**src/rtl/filter_defs_pkg.sv**
```systemverilog
// rtl/filter_defs_pkg.sv - shared stream types and constants for ingress filters and egress arbiter
// Contents:
//   AXIS_DATA_W     stream data width
//   DEST_W          destination tag width
//   axis_d_source_t destination-tagged stream source bundle
//   axis_sink_t     stream sink bundle
//   egress_state_e  egress arbiter state encoding
package filter_defs_pkg;

  localparam int AXIS_DATA_W = 16;
  localparam int DEST_W      = 2;

  typedef struct packed {
    logic                   tvalid;
    logic [AXIS_DATA_W-1:0] tdata;
    logic                   tlast;
    logic [DEST_W-1:0]      tdest;
  } axis_d_source_t;

  typedef struct packed {
    logic tready;
  } axis_sink_t;

  typedef enum logic {
    IDLE    = 1'b0,
    FORWARD = 1'b1
  } egress_state_e;

endpackage

```
**src/rtl/axis_skid_buffer.sv**
```systemverilog
// rtl/axis_skid_buffer.sv - two-entry registered stream buffer carrying data plus last
// Ports:
//   clk, reset                       clock, asynchronous active-low reset
//   in_tvalid/in_tdata/in_tlast      upstream word
//   in_tready                        upstream ready, depends on occupancy only
//   out_tvalid/out_tdata/out_tlast   downstream word, driven from storage
//   out_tready                       downstream ready
module axis_skid_buffer #(
  parameter int DATA_W = 16
) (
  input  logic              clk,
  input  logic              reset,
  input  logic              in_tvalid,
  input  logic [DATA_W-1:0] in_tdata,
  input  logic              in_tlast,
  output logic              in_tready,
  output logic              out_tvalid,
  output logic [DATA_W-1:0] out_tdata,
  output logic              out_tlast,
  input  logic              out_tready
);

  logic [DATA_W:0] mem0;
  logic [DATA_W:0] mem1;
  logic            wr_ptr;
  logic            rd_ptr;
  logic [1:0]      count;
  logic            push;
  logic            pop;

  // Ready is a pure function of registered occupancy, so downstream ready
  // never reaches upstream ready combinationally.
  assign in_tready  = (count != 2'd2);
  assign out_tvalid = (count != 2'd0);
  assign push       = in_tvalid && in_tready;
  assign pop        = out_tvalid && out_tready;

  assign {out_tlast, out_tdata} = rd_ptr ? mem1 : mem0;

  always_ff @(posedge clk or negedge reset) begin
    if (!reset) begin
      mem0   <= '0;
      mem1   <= '0;
      wr_ptr <= 1'b0;
      rd_ptr <= 1'b0;
      count  <= 2'd0;
    end else begin
      if (push) begin
        if (wr_ptr) mem1 <= {in_tlast, in_tdata};
        else        mem0 <= {in_tlast, in_tdata};
        wr_ptr <= ~wr_ptr;
      end
      if (pop) rd_ptr <= ~rd_ptr;
      case ({push, pop})
        2'b10:   count <= count + 2'd1;
        2'b01:   count <= count - 2'd1;
        default: count <= count;
      endcase
    end
  end

endmodule

```
**src/rtl/egress_arbiter.sv**
```systemverilog
// rtl/egress_arbiter.sv - packet-granular round-robin egress arbiter with destination filter
// Ports:
//   clk, reset              clock, asynchronous active-low reset
//   en                      arbitration enable (packet in flight always completes)
//   in_tvalid/in_tdata/in_tlast/in_tdest   NUM_INPUTS packed ingress streams
//   in_tready               per-input ready, only the granted input can be ready
//   out_tvalid/out_tdata/out_tlast/out_tready   egress stream
//   pkt_count               packets fully emitted, wrapping
//   err_oversize            sticky, set when a packet is force-terminated
module egress_arbiter
  import filter_defs_pkg::*;
#(
  parameter int NUM_INPUTS    = 4,
  parameter int PORT_ID       = 0,
  parameter int MAX_PKT_WORDS = 1024
) (
  input  logic                              clk,
  input  logic                              reset,
  input  logic                              en,
  input  logic [NUM_INPUTS-1:0]             in_tvalid,
  input  logic [NUM_INPUTS*AXIS_DATA_W-1:0] in_tdata,
  input  logic [NUM_INPUTS-1:0]             in_tlast,
  input  logic [NUM_INPUTS*DEST_W-1:0]      in_tdest,
  output logic [NUM_INPUTS-1:0]             in_tready,
  output logic                              out_tvalid,
  output logic [AXIS_DATA_W-1:0]            out_tdata,
  output logic                              out_tlast,
  input  logic                              out_tready,
  output logic [15:0]                       pkt_count,
  output logic                              err_oversize
);

  localparam int IDX_W = (NUM_INPUTS > 1) ? $clog2(NUM_INPUTS) : 1;
  localparam int CNT_W = $clog2(MAX_PKT_WORDS) + 1;

  egress_state_e  state, state_next;
  logic [IDX_W-1:0] grant, grant_next;
  logic [IDX_W-1:0] rr_ptr, rr_next;
  logic [CNT_W-1:0] word_cnt, cnt_next;

  axis_d_source_t        src [NUM_INPUTS];
  logic [NUM_INPUTS-1:0] cand;

  logic                   push_valid;
  logic [AXIS_DATA_W-1:0] push_data;
  logic                   push_last;
  logic                   skid_ready;
  logic                   accept;
  logic                   forced;
  logic                   err_set;

  // First candidate at or after ptr, wrapping. Scanning from the far end
  // downwards lets the nearest candidate overwrite farther ones.
  function automatic logic [IDX_W-1:0] rr_pick(input logic [NUM_INPUTS-1:0] c,
                                               input logic [IDX_W-1:0] ptr);
    logic [IDX_W-1:0] pick;
    logic [IDX_W-1:0] idx;
    pick = ptr;
    for (int k = NUM_INPUTS - 1; k >= 0; k--) begin
      idx = IDX_W'((int'(ptr) + k) % NUM_INPUTS);
      if (c[idx]) pick = idx;
    end
    return pick;
  endfunction

  function automatic logic [IDX_W-1:0] rr_inc(input logic [IDX_W-1:0] g);
    return (g == IDX_W'(NUM_INPUTS - 1)) ? '0 : g + 1'b1;
  endfunction

  always_comb begin
    for (int i = 0; i < NUM_INPUTS; i++) begin
      src[i].tvalid = in_tvalid[i];
      src[i].tdata  = in_tdata[i*AXIS_DATA_W +: AXIS_DATA_W];
      src[i].tlast  = in_tlast[i];
      src[i].tdest  = in_tdest[i*DEST_W +: DEST_W];
      cand[i]       = in_tvalid[i] && (in_tdest[i*DEST_W +: DEST_W] == DEST_W'(PORT_ID));
    end
  end

  always_comb begin
    state_next = state;
    grant_next = grant;
    rr_next    = rr_ptr;
    cnt_next   = word_cnt;
    in_tready  = '0;
    push_valid = 1'b0;
    push_data  = src[grant].tdata;
    push_last  = 1'b0;
    accept     = 1'b0;
    forced     = 1'b0;
    err_set    = 1'b0;
    case (state)
      IDLE: begin
        if (en && (|cand)) begin
          grant_next = rr_pick(cand, rr_ptr);
          state_next = FORWARD;
        end
      end
      FORWARD: begin
        // tdest is not re-examined here; it was qualified at grant time.
        in_tready[grant] = skid_ready;
        push_valid       = src[grant].tvalid;
        accept           = push_valid && skid_ready;
        forced           = (word_cnt == CNT_W'(MAX_PKT_WORDS - 1)) && !src[grant].tlast;
        push_last        = src[grant].tlast || forced;
        if (accept) begin
          if (push_last) begin
            state_next = IDLE;
            rr_next    = rr_inc(grant);
            cnt_next   = '0;
            err_set    = forced;
          end else begin
            cnt_next = word_cnt + 1'b1;
          end
        end
      end
      default: state_next = IDLE;
    endcase
  end

  always_ff @(posedge clk or negedge reset) begin
    if (!reset) begin
      state        <= IDLE;
      grant        <= '0;
      rr_ptr       <= '0;
      word_cnt     <= '0;
      pkt_count    <= '0;
      err_oversize <= 1'b0;
    end else begin
      state    <= state_next;
      grant    <= grant_next;
      rr_ptr   <= rr_next;
      word_cnt <= cnt_next;
      if (out_tvalid && out_tready && out_tlast) pkt_count <= pkt_count + 16'd1;
      if (err_set) err_oversize <= 1'b1;
    end
  end

  axis_skid_buffer #(
    .DATA_W(AXIS_DATA_W)
  ) u_skid (
    .clk        (clk),
    .reset      (reset),
    .in_tvalid  (push_valid),
    .in_tdata   (push_data),
    .in_tlast   (push_last),
    .in_tready  (skid_ready),
    .out_tvalid (out_tvalid),
    .out_tdata  (out_tdata),
    .out_tlast  (out_tlast),
    .out_tready (out_tready)
  );

endmodule

```
**config.mk**
```make
export PLATFORM = sky130hd
export DESIGN_NAME = egress_arbiter
export DESIGN_NICKNAME = d
export VERILOG_FILES = /design/src/rtl/filter_defs_pkg.sv /design/src/rtl/axis_skid_buffer.sv /design/src/rtl/egress_arbiter.sv
export SDC_FILE = /design/constraint.sdc
export NUM_CORES = 1
export LEC_CHECK = 0
export CAP_MARGIN = 20
export CELL_PAD_IN_SITES_DETAIL_PLACEMENT = 0
export CELL_PAD_IN_SITES_GLOBAL_PLACEMENT = 1
export CORE_ASPECT_RATIO = 0.6
export CORE_MARGIN = 2
export CORE_UTILIZATION = 31
export CTS_BUF_LIST = sky130_fd_sc_hd__clkbuf_4
export CTS_CLUSTER_DIAMETER = 30
export DETAILED_ROUTE_END_ITERATION = 8
export GPL_TIMING_DRIVEN = 0
export MAX_ROUTING_LAYER = met4
export PLACE_DENSITY_LB_ADDON = 0.1
export SYNTH_ARGS = -nofsm -noshare
export SYNTH_HDL_FRONTEND = slang
export SYNTH_SLANG_ARGS = --single-unit
```
**constraint.sdc**
```tcl
create_clock -name clk -period 4.15 [get_ports clk]
set_clock_uncertainty 0.1 [all_clocks]
set_input_delay 0.415 -clock clk [delete_from_list [all_inputs] [get_ports clk]]
set_output_delay 0.415 -clock clk [all_outputs]
set_load 0.03 [all_outputs]
```
==> summary.txt, run 1 <==
Pwr
  – VDD IR max: 0.000255 V
  – Power Total: 0.00368 W
  – Pleak: 2.28 nW
  – Pwr dens: 660 nW/um2

Drt
  – DRC viols: 0
  – Drt total wl: 10.2 mm
  – WL/cell: 16.3 um
  – Iter 0 DRT Violations: 105
  – 1st-pass router iterations: 4
  – Vias: 3057
  – Antenna Nets Post-Route: 0
  – Via density: 4.90

Yosys
  – Synth top area share: 44.9%
  – Synthesized net count: 409
  – Yosys reg bits: 71
  – Post-synth EDFFs: 0
  – Synth Flop Type: dfrtp_1
  – Asr flop ratio synth: 100%
  – Post-synthesis sequential area ratio: 44.9%
  – Post-synthesis cell area: 3960 um2
  – Syn Area/Cell: 12.4 um2
  – Cell taking the most area after synthesis: dfrtp_1
  – Syn Inst Count: 318
  – Yosys warning count: 0
  – Synth unique cells: 53
  – Synth area leaders: dfrtp_1 45%, mux2_2 13%, mux4_2 10%, mux2_4 2.7%, xor2_1 2.4%

Layout
  – Final Util: 45.5%
  – Share of cells above drive strength 1: 23.4%
  – Fin area: 5580 um2
  – NumNets Final: 544
  – Layout area overhead: 41.0%

Floorplan
  – Initial Utilization: 32.3%
  – Die H: 91.5 um
  – Num rows: 31
  – Core area: 12300 um2
  – Die width: 150 um
  – I/O Pins: 123
  – Area of the die: 13700 um2

Clocking
  – # Post-CTS Setup Buffers: 0
  – Clock latency at the later pin of the worst-skew pair: 0.43 ns
  – Reg clk slew, reported paths: 0.11 ns
  – # resized after CTS: 0
  – TritonCTS clock tree: done
  – CTS Buffer Depth: 2
  – H-tree depth: 3
  – Clk sinks: 71
  – Clk Tree Root Cell: clkbuf_4
  – Num CTS Buffers: 9

Place
  – IO buf count: 122
  – Post-DP Area: 5410 um2
  – DP Wirelength: 7.71 mm
  – Placer congestion estimate: 0.746

Global routing
  – Global-route wire length before repair: 16.4 mm
  – Vias in the first global route: 3179
  – Largest net degree at the start of global routing: 71
  – Overall routing resource usage: 16.1%
  – Initial antenna violation count: 1
  – Remaining global-route overflow: 0

STA
  – Tcrit/Tclk final: 81.4%
  – Setup TNS: 0 ns
  – Fmax: 296 MHz
  – Min Tclk post-route: 3.38 ns
  – Final setup viols: 0
  – Fin. Hold Viols: 0
  – Worst-Margin Slew: 0.654 ns
  – Max-slew violations: 0
  – Slew HR: 56.4%
  – RSZ-0062 raised after global routing: no

Worst setup path
  – Worst setup SP type: register
  – Crit. End Element: primary output
  – Type of the worst setup path: register to primary output
  – R2R setup slack: 1.82 ns
  – Worst-path fanout max: 10
  – CP required: 3.63 ns
  – Reg2Reg Depth: 7
  – Critical path data arrival time: 2.86 ns

Run
  – Number of max-cap violations: 0

Hold path
  – Worst Hold Class: input port to asynchronous set/reset pin

Outcome
  – Outcome: completed
[registers in the layout, indices dropped and copies added, names as in the netlist, 2 cells and up]
signal / cells
u_skid.count: 2
word_cnt: 11
grant: 2
rr_ptr: 2
u_skid.mem0: 17
pkt_count: 16
u_skid.mem1: 17
[per-layer routing]
metal | vias to the layer above | GRT usage [%] | share of wire [%]
met5 | - | - | 0
met4 | 0 | 4.01 | 1.1
met3 | 7 | 4.92 | 6.1
met2 | 98 | 23.5 | 44
met1 | 1497 | 22.0 | 49
li1 | 1455 | - | -
[logic make-up (layout without fill, tap and decap cells)]
| family | count (synthesis) | in the layout | share of synthesized area [%] |
|---|---|---|---|
| compound gates | 42 | 42 | 7.66 |
| xor+xnor | 19 | 19 | 4.21 |
| mux | 69 | 69 | 25.4 |
| simple gates | 83 | 83 | 12.3 |
| flops | 71 | 71 | 44.9 |
| fa+ha+maj | 7 | 7 | 2.21 |
| other cells | 0 | 1 | 0 |
| buf+inv | 27 | 167 | 3.29 |
[cell type report]
class / count / area [um2]
tap: 165 / 206
inverter: 10 / 37.5
clock buffer: 9 / 67.6
multi-input combinational: 220 / 2050
clock inverter: 7 / 87.6
timing repair buffer: 124 / 1260
sequential: 71 / 1780
fill: 1151 / 6680
buffer: 17 / 92.6
antenna: 1 / 2.50
[metrics by stage]
| stage | setup WS [ns] | std cells | hold WS [ns] |
|---|---|---|---|
| 2_1_floorplan | 2.11 | 318 | 0.0194 |
| 3_3_place_gp | 0.0389 | 605 | 0.356 |
| 3_5_place_dp | 1.13 | 606 | 0.117 |
| 4_1_cts | 0.634 | 623 | 0.170 |
| 5_1_grt | 0.536 | 624 | 0.190 |
| 6_report | 0.771 | 624 | 0.222 |
[path summary, 6_finish.rpt]
check | from | endpoint
min reg2reg | pkt_count[15] | pkt_count[15]
min | reset | u_skid.mem1[11]
min in group clk | pkt_count[15] | pkt_count[15]
max | grant[1] | in_tready[0]
max reg2reg | grant[1] | u_skid.count[1]
max in group asynchronous | reset | grant[0]
[what timing repair did]
action                                 4_1_cts  5_1_grt
hold buffers                                 1        0
endpoints found under the hold margin       71        0
setup endpoints to repair                    0        0
[cell usage after synthesis, types with 8 or more instances]
cell type / n
dfrtp_1: 71
mux2_2: 44
nand2_1: 21
mux4_2: 18
o21ai_0: 12
xor2_1: 11
inv_1: 10
nor3_1: 8
xnor2_1: 8
[cell usage in the layout (no fill, tap or decap), types with 2 or more instances in the layout]
cell type        Yosys  final
a21oi_1              6      6
a22oi_1              2      2
and2_1               2      2
and3_1               7      7
and4_1               2      2
buf_2                5      5
buf_4                4      5
bufinv_16            0      2
clkbuf_1             6      6
clkbuf_4             0      9
clkdlybuf4s50_1      0    121
clkinv_1             0      2
clkinvlp_4           0      2
dfrtp_1             71     71
ha_1                 7      7
inv_1               10     10
mux2_2              44     44
mux2_4               7      7
mux4_2              18     18
nand2_1             21     21
nand2b_1             5      5
nand3_1              7      7
nand4_1              7      7
nor2_1               6      6
nor3_1               8      8
nor3b_1              2      2
nor4_1               3      3
o21a_1               2      2
o21ai_0             12     12
o22ai_1              4      4
o31ai_2              2      2
o41ai_1              2      2
or3b_2               4      4
xnor2_1              8      8
xor2_1              11     11
[worst max-delay path: stages (launching register included)]
cell and delay (ns):
dfrtp_1 0.39, buf_2 0.30, buf_1 0.55, inv_1 0.20, ha_1 0.22, and3_1 0.17, clkdlybuf4s50_1 0.59
[power by group]
group | switching (W) | total (W) | leakage (nW) | internal [W]
sequential | 0.000181 | 0.00113 | 0.876 | 0.000945
clock | 0.000253 | 0.000492 | 0.0770 | 0.000239
combinational | 0.00103 | 0.00206 | 1.32 | 0.00103
total | 0.00147 | 0.00368 | 2.28 | 0.00221
No activity file was read; power rests on OpenSTA's default activity.
==> run 2: changes to the inputs <==
==> constraint.sdc (replaced) <==
create_clock -name clk -period 3.3 [get_ports clk]
set_clock_uncertainty 0.1 [all_clocks]
set_input_delay 0.33 -clock clk [delete_from_list [all_inputs] [get_ports clk]]
set_output_delay 0.33 -clock clk [all_outputs]
set_load 0.03 [all_outputs]
==> summary.txt, run 2 (synthesis results as in run 1) <==
Global routing
  – Remaining global-route overflow: 0 (unchanged)
  – Initial antenna violation count: 1 (unchanged)
  – Global-route wire length before repair: 16.3 mm (-0.55%)
  – Vias in the first global route: 3173 (-0.19%)
  – Overall routing resource usage: 16.0% (-0.12 points)
  – Largest net degree at the start of global routing: 71 (unchanged)

Drt
  – Via density: 4.88 (-0.30%)
  – Vias: 3038 (-0.62%)
  – Drt total wl: 10.0 mm (-1.5%)
  – 1st-pass router iterations: 4 (unchanged)
  – Antenna Nets Post-Route: 0 (unchanged)
  – DRC viols: 0 (unchanged)
  – Iter 0 DRT Violations: 85 (-19%)
  – WL/cell: 16.1 um (-1.1%)

Layout
  – FILL cells: 1150 (-0.087%)
  – Share of cells above drive strength 1: 23.2% (-0.12 points)
  – Final Util: 45.4% (-0.072 points)
  – Non-Filler Instances: 622 (-0.32%)
  – NumNets Final: 542 (-0.37%)
  – Commonest non-fill, non-tap cell in the layout: clkdlybuf4s50_1
  – Most frequent cells in the layout: 121 x clkdlybuf4s50_1, 71 x dfrtp_1, 44 x mux2_2
  – Top Registers: u_skid.mem0 (17), u_skid.mem1 (17), pkt_count (16)
  – Layout area overhead: 40.7%

Clocking
  – TritonCTS clock tree: done
  – # resized after CTS: 0 (unchanged)
  – H-tree depth: 3 (unchanged)
  – Clk sinks: 71 (unchanged)
  – Reg clk slew, reported paths: 0.13 ns (+0.02 ns)
  – # Post-CTS Setup Buffers: 0 (unchanged)
  – Clk Tree Root Cell: clkbuf_4
  – Num CTS Buffers: 9 (unchanged)
  – CTS Buffer Depth: 2 (unchanged)
  – Clock latency at the later pin of the worst-skew pair: 0.42 ns (about the same)

Worst setup path
  – CP required: 2.87 ns (-0.76 ns)
  – Crit. End Element: primary output
  – Worst-path fanout max: 10 (unchanged)
  – Type of the worst setup path: register to primary output
  – Reg2Reg Depth: 7 (unchanged)
  – Critical path data arrival time: 2.51 ns (-0.35 ns)
  – Worst setup SP type: register
  – R2R setup slack: 0.80 ns (-1.02 ns)

STA
  – Tcrit/Tclk final: 89.2%
  – Fmax: 340 MHz
  – RSZ-0062 raised after global routing: no
  – Setup TNS: 0 ns (unchanged)
  – Max-slew violations: 0 (unchanged)
  – Fin. Hold Viols: 0 (unchanged)
  – Hold slack: 0.141 ns (-0.0810 ns)
  – Worst-Margin Slew: 0.651 ns (-0.00299 ns)
  – Slew HR: 56.6% (+0.20 points)
  – Final setup viols: 0 (unchanged)
  – Min Tclk post-route: 2.94 ns

Place
  – Inst Count DP: 606 (unchanged)
  – DP Wirelength: 7.71 mm (unchanged)
  – Placer congestion estimate: 0.746 (unchanged)
  – IO buf count: 122 (unchanged)

Pwr
  – Pleak: 2.27 nW (-0.26%)
  – Power Total: 0.00461 W (+25%)
  – Pwr dens: 828 nW/um2 (+25%)
  – VDD IR max: 0.000319 V (+25%)

Floorplan
  – Num rows: 31 (unchanged)
  – Area of the die: 13700 um2 (unchanged)
  – Die width: 150 um (unchanged)
  – Core area: 12300 um2 (unchanged)
  – I/O Pins: 123 (unchanged)
  – Initial Utilization: 32.3% (unchanged)
  – Die H: 91.5 um (unchanged)

Hold path
  – Worst Hold Class: input port to asynchronous set/reset pin

Outcome
  – Outcome: completed

Run
  – Number of max-cap violations: 0 (unchanged)
-- run 2: changes by cell type in the layout (fill, tap and decap cells not counted), sizes merged --
cell | before | now
buf | 13 | 11
-- run 2: repair_timing --
action / CTS / global route
setup endpoints to repair: 2 / 2
hold endpoints to repair: 71 / 0
hold buffers: 1 / 0
-- run 2: layout make-up --
class,count,area [um2],share of cell area [%]
Clock buffer,9,67.6,1.21
Antenna cell,1,2.50,0.0450
Sequential cell,71,1780,31.9
Buffer,15,83.8,1.51
Inverter,10,37.5,0.674
Tap cell,165,206,3.71
Clock inverter,7,87.6,1.57
Multi-Input combinational cell,220,2050,36.8
Timing Repair Buffer,124,1260,22.6
-- run 2: worst max-delay path, cell delays in order (launching register included) --
cell and delay (ns):
dfrtp_1 0.35, buf_4 0.18, clkbuf_1 0.53, mux2_2 0.41
clkdlybuf4s50_1 0.61
-- run 2: power by group --
group | internal, W | switching, W | leakage (nW)
sequential | 0.00119 | 0.000229 | 0.876
combinational | 0.00129 | 0.00129 | 1.32
clock | 0.000301 | 0.000317 | 0.0770
total | 0.00278 | 0.00183 | 2.27
-- run 2: worst paths after layout --
check	from	endpoint
worst max-delay path	u_skid.rd_ptr	out_tdata[8]
worst min-delay path	reset	u_skid.mem1[11]
worst max register to register	grant[1]	u_skid.count[1]
worst min register to register	pkt_count[15]	pkt_count[15]
max in group asynchronous	reset	word_cnt[1]
min in group clk	pkt_count[15]	pkt_count[15]
-- run 2: routing by layer --
metal  global-route usage (%)  up-vias  part of all wire (%)
met2                     23.4       79                    44
met5                        -        -                     0
li1                         -     1455                     -
met4                     4.01        0                   1.1
met3                     4.92        7                   5.6
met1                     21.7     1497                    49
-- run 2: metrics by stage --
step | setup slack (ns) | cell area, um2
finish | 0.358 | 5570
global route | 0.193 | 5570
CTS | 0.0841 | 5570
detailed placement | 0.370 | 5410
global placement | -0.726 | 5380
floorplan | 1.26 | 3960
==> run 3: changes to the inputs <==
--- a/config.mk
+++ b/config.mk
@@ -10,7 +10,7 @@
 export CELL_PAD_IN_SITES_GLOBAL_PLACEMENT = 1
 export CORE_ASPECT_RATIO = 0.6
 export CORE_MARGIN = 2
-export CORE_UTILIZATION = 31
+export CORE_UTILIZATION = 38
 export CTS_BUF_LIST = sky130_fd_sc_hd__clkbuf_4
 export CTS_CLUSTER_DIAMETER = 30
 export DETAILED_ROUTE_END_ITERATION = 8
==> summary.txt, run 3 (synthesis results as in run 1) <==
Outcome
  – Outcome: completed

Global routing
  – Largest net degree at the start of global routing: 70 (-1.4%)
  – Initial antenna violation count: 0 (-1)
  – Remaining global-route overflow: 0 (unchanged)
  – Global-route wire length before repair: 16.0 mm (-1.8%)
  – Vias in the first global route: 3172 (-0.032%)
  – Overall routing resource usage: 18.6% (+2.6 points)

Layout
  – NumNets Final: 542 (unchanged)
  – Final Util: 55.2% (+9.8 points)
  – Layout area overhead: 39.4%
  – ANT cells: 0 (-1)
  – FILL cells: 872 (-24%)
  – Register area: 1780 um2 (unchanged)
  – Commonest non-fill, non-tap cell in the layout: clkdlybuf4s50_1
  – Top Registers: u_skid.mem0 (17), u_skid.mem1 (17), pkt_count (16)
  – Multi-input combinational cell area: 2050 um2 (unchanged)
  – Most frequent cells in the layout: 121 x clkdlybuf4s50_1, 71 x dfrtp_1, 44 x mux2_2
  – Share of cells above drive strength 1: 23.5% (+0.22 points)

STA
  – Min Tclk post-route: 2.92 ns (-0.0224 ns)
  – Max-slew violations: 0 (unchanged)
  – Setup TNS: 0 ns (unchanged)
  – Worst-Margin Slew: 0.598 ns (-0.0526 ns)
  – Fin. Hold Viols: 0 (unchanged)
  – Slew HR: 60.1% (+3.5 points)
  – Hold slack: 0.122 ns (-0.0188 ns)
  – RSZ-0062 raised after global routing: no
  – Tcrit/Tclk final: 88.5% (-0.68 points)
  – Setup ws final: 0.380 ns (+0.0224 ns)
  – Final setup viols: 0 (unchanged)
  – Fmax: 342 MHz (+0.77%)

Worst setup path
  – Crit. End Element: primary output
  – Slowest cell on crit path: clkdlybuf4s50_1
  – Crit path buf inv count: 3 (unchanged)
  – Worst-path fanout max: 10 (unchanged)
  – CP required: 2.87 ns (about the same)
  – Type of the worst setup path: register to primary output
  – Critical Path Max Stage Delay: 0.61 ns (about the same)
  – Critical path data arrival time: 2.49 ns (-0.02 ns)
  – Top delay family on crit path: buffers and inverters
  – Worst path cell trace: buf_4 -> clkbuf_1 -> mux2_2 -> clkdlybuf4s50_1
  – Worst setup SP type: register

Drt
  – Antenna Nets Post-Route: 0 (unchanged)
  – Via density: 5.18 (+6.1%)
  – WL/cell: 16.2 um (+0.30%)
  – 1st-pass router iterations: 4 (unchanged)
  – Iter 0 DRT Violations: 110 (+29%)
  – Drt total wl: 9.56 mm (-4.7%)
  – Vias: 3062 (+0.79%)
  – DRC viols: 0 (unchanged)

Clocking
  – TritonCTS clock tree: done
  – Clk Tree Root Cell: clkbuf_4
  – Num CTS Buffers: 9 (unchanged)
  – Reg clk slew, reported paths: 0.13 ns (about the same)
  – Clk sinks: 71 (unchanged)
  – CTS Buffer Depth: 2 (unchanged)
  – Clock latency at the later pin of the worst-skew pair: 0.45 ns (+0.03 ns)
  – # resized after CTS: 0 (unchanged)
  – H-tree depth: 3 (unchanged)

Floorplan
  – Initial Utilization: 39.6% (+7.3 points)
  – Core area: 9980 um2 (-19%)
  – Num rows: 28 (-9.7%)
  – Die width: 136 um (-9.4%)
  – I/O Pins: 123 (unchanged)
  – Die H: 83.0 um (-9.3%)
  – Area of the die: 11300 um2 (-18%)

Hold path
  – Worst Hold Class: input port to asynchronous set/reset pin

Run
  – Number of max-cap violations: 0 (unchanged)

Place
  – Placer congestion estimate: 0.799 (+7.1%)
  – IO buf count: 122 (unchanged)
  – DP Wirelength: 7.33 mm (-4.9%)
  – Pre-CTS setup slack: 0.475 ns (+0.105 ns)

Pwr
  – VDD IR max: 0.000356 V (+11%)
  – Pwr dens: 823 nW/um2 (-0.57%)
  – Pleak: 2.27 nW (-0.14%)
==> run 3: layout make-up <==
class	instances	share of cell area, %
buffer	15	1.52
clock buffer	9	1.23
inverter	10	0.681
timing repair buffer	124	22.8
sequential	71	32.2
multi-input combinational	220	37.2
clock inverter	7	1.32
tap	135	3.06
==> run 3: report_power, final <==
part           internal [W]  leakage (nW)  switching (W)
clock network      0.000232        0.0739       0.000337
registers           0.00119         0.876       0.000222
logic               0.00129          1.32        0.00127
==> run 3: per-stage QoR <==
step | cell area (um2) | power, W | instances
5_1_grt | 5510 | 0.00485 | 591
3_3_place_gp | 5350 | 0.00397 | 575
3_5_place_dp | 5370 | 0.00403 | 576
4_1_cts | 5520 | 0.00460 | 592
2_1_floorplan | 3960 | 0.00315 | 318
6_report | 5510 | 0.00454 | 591
==> run 3: worst paths after layout <==
| path | start | to | slack [ns] | depth (start not counted) |
|---|---|---|---|---|
| worst min register to register | pkt_count[15] | pkt_count[15] | 0.38 | 1 |
| worst max register to register | grant[1] | u_skid.count[1] | 0.80 | 7 |
| min in group clk | pkt_count[15] | pkt_count[15] | 0.38 | 1 |
| worst min-delay path | reset | u_skid.mem0[3] | 0.12 | 2 |
| worst max-delay path | u_skid.rd_ptr | out_tdata[12] | 0.38 | 4 |
| max in group asynchronous | reset | u_skid.mem0[10] | 2.46 | 3 |
==> run 3: metal layers <==
metal | global-route usage [%] | vias to the layer above | wire length, um
met2 | 26.0 | 95 | 4090
met4 | 3.41 | 0 | 47
li1 | - | 1459 | -
met1 | 26.2 | 1502 | 4710
met5 | - | - | 0
met3 | 6.84 | 6 | 723
==> run 3: timing repair <==
action,CTS,global route
hold buffers,1,0
setup endpoints to repair,2,2
buffers inserted,0,0
endpoints found under the hold margin,71,0
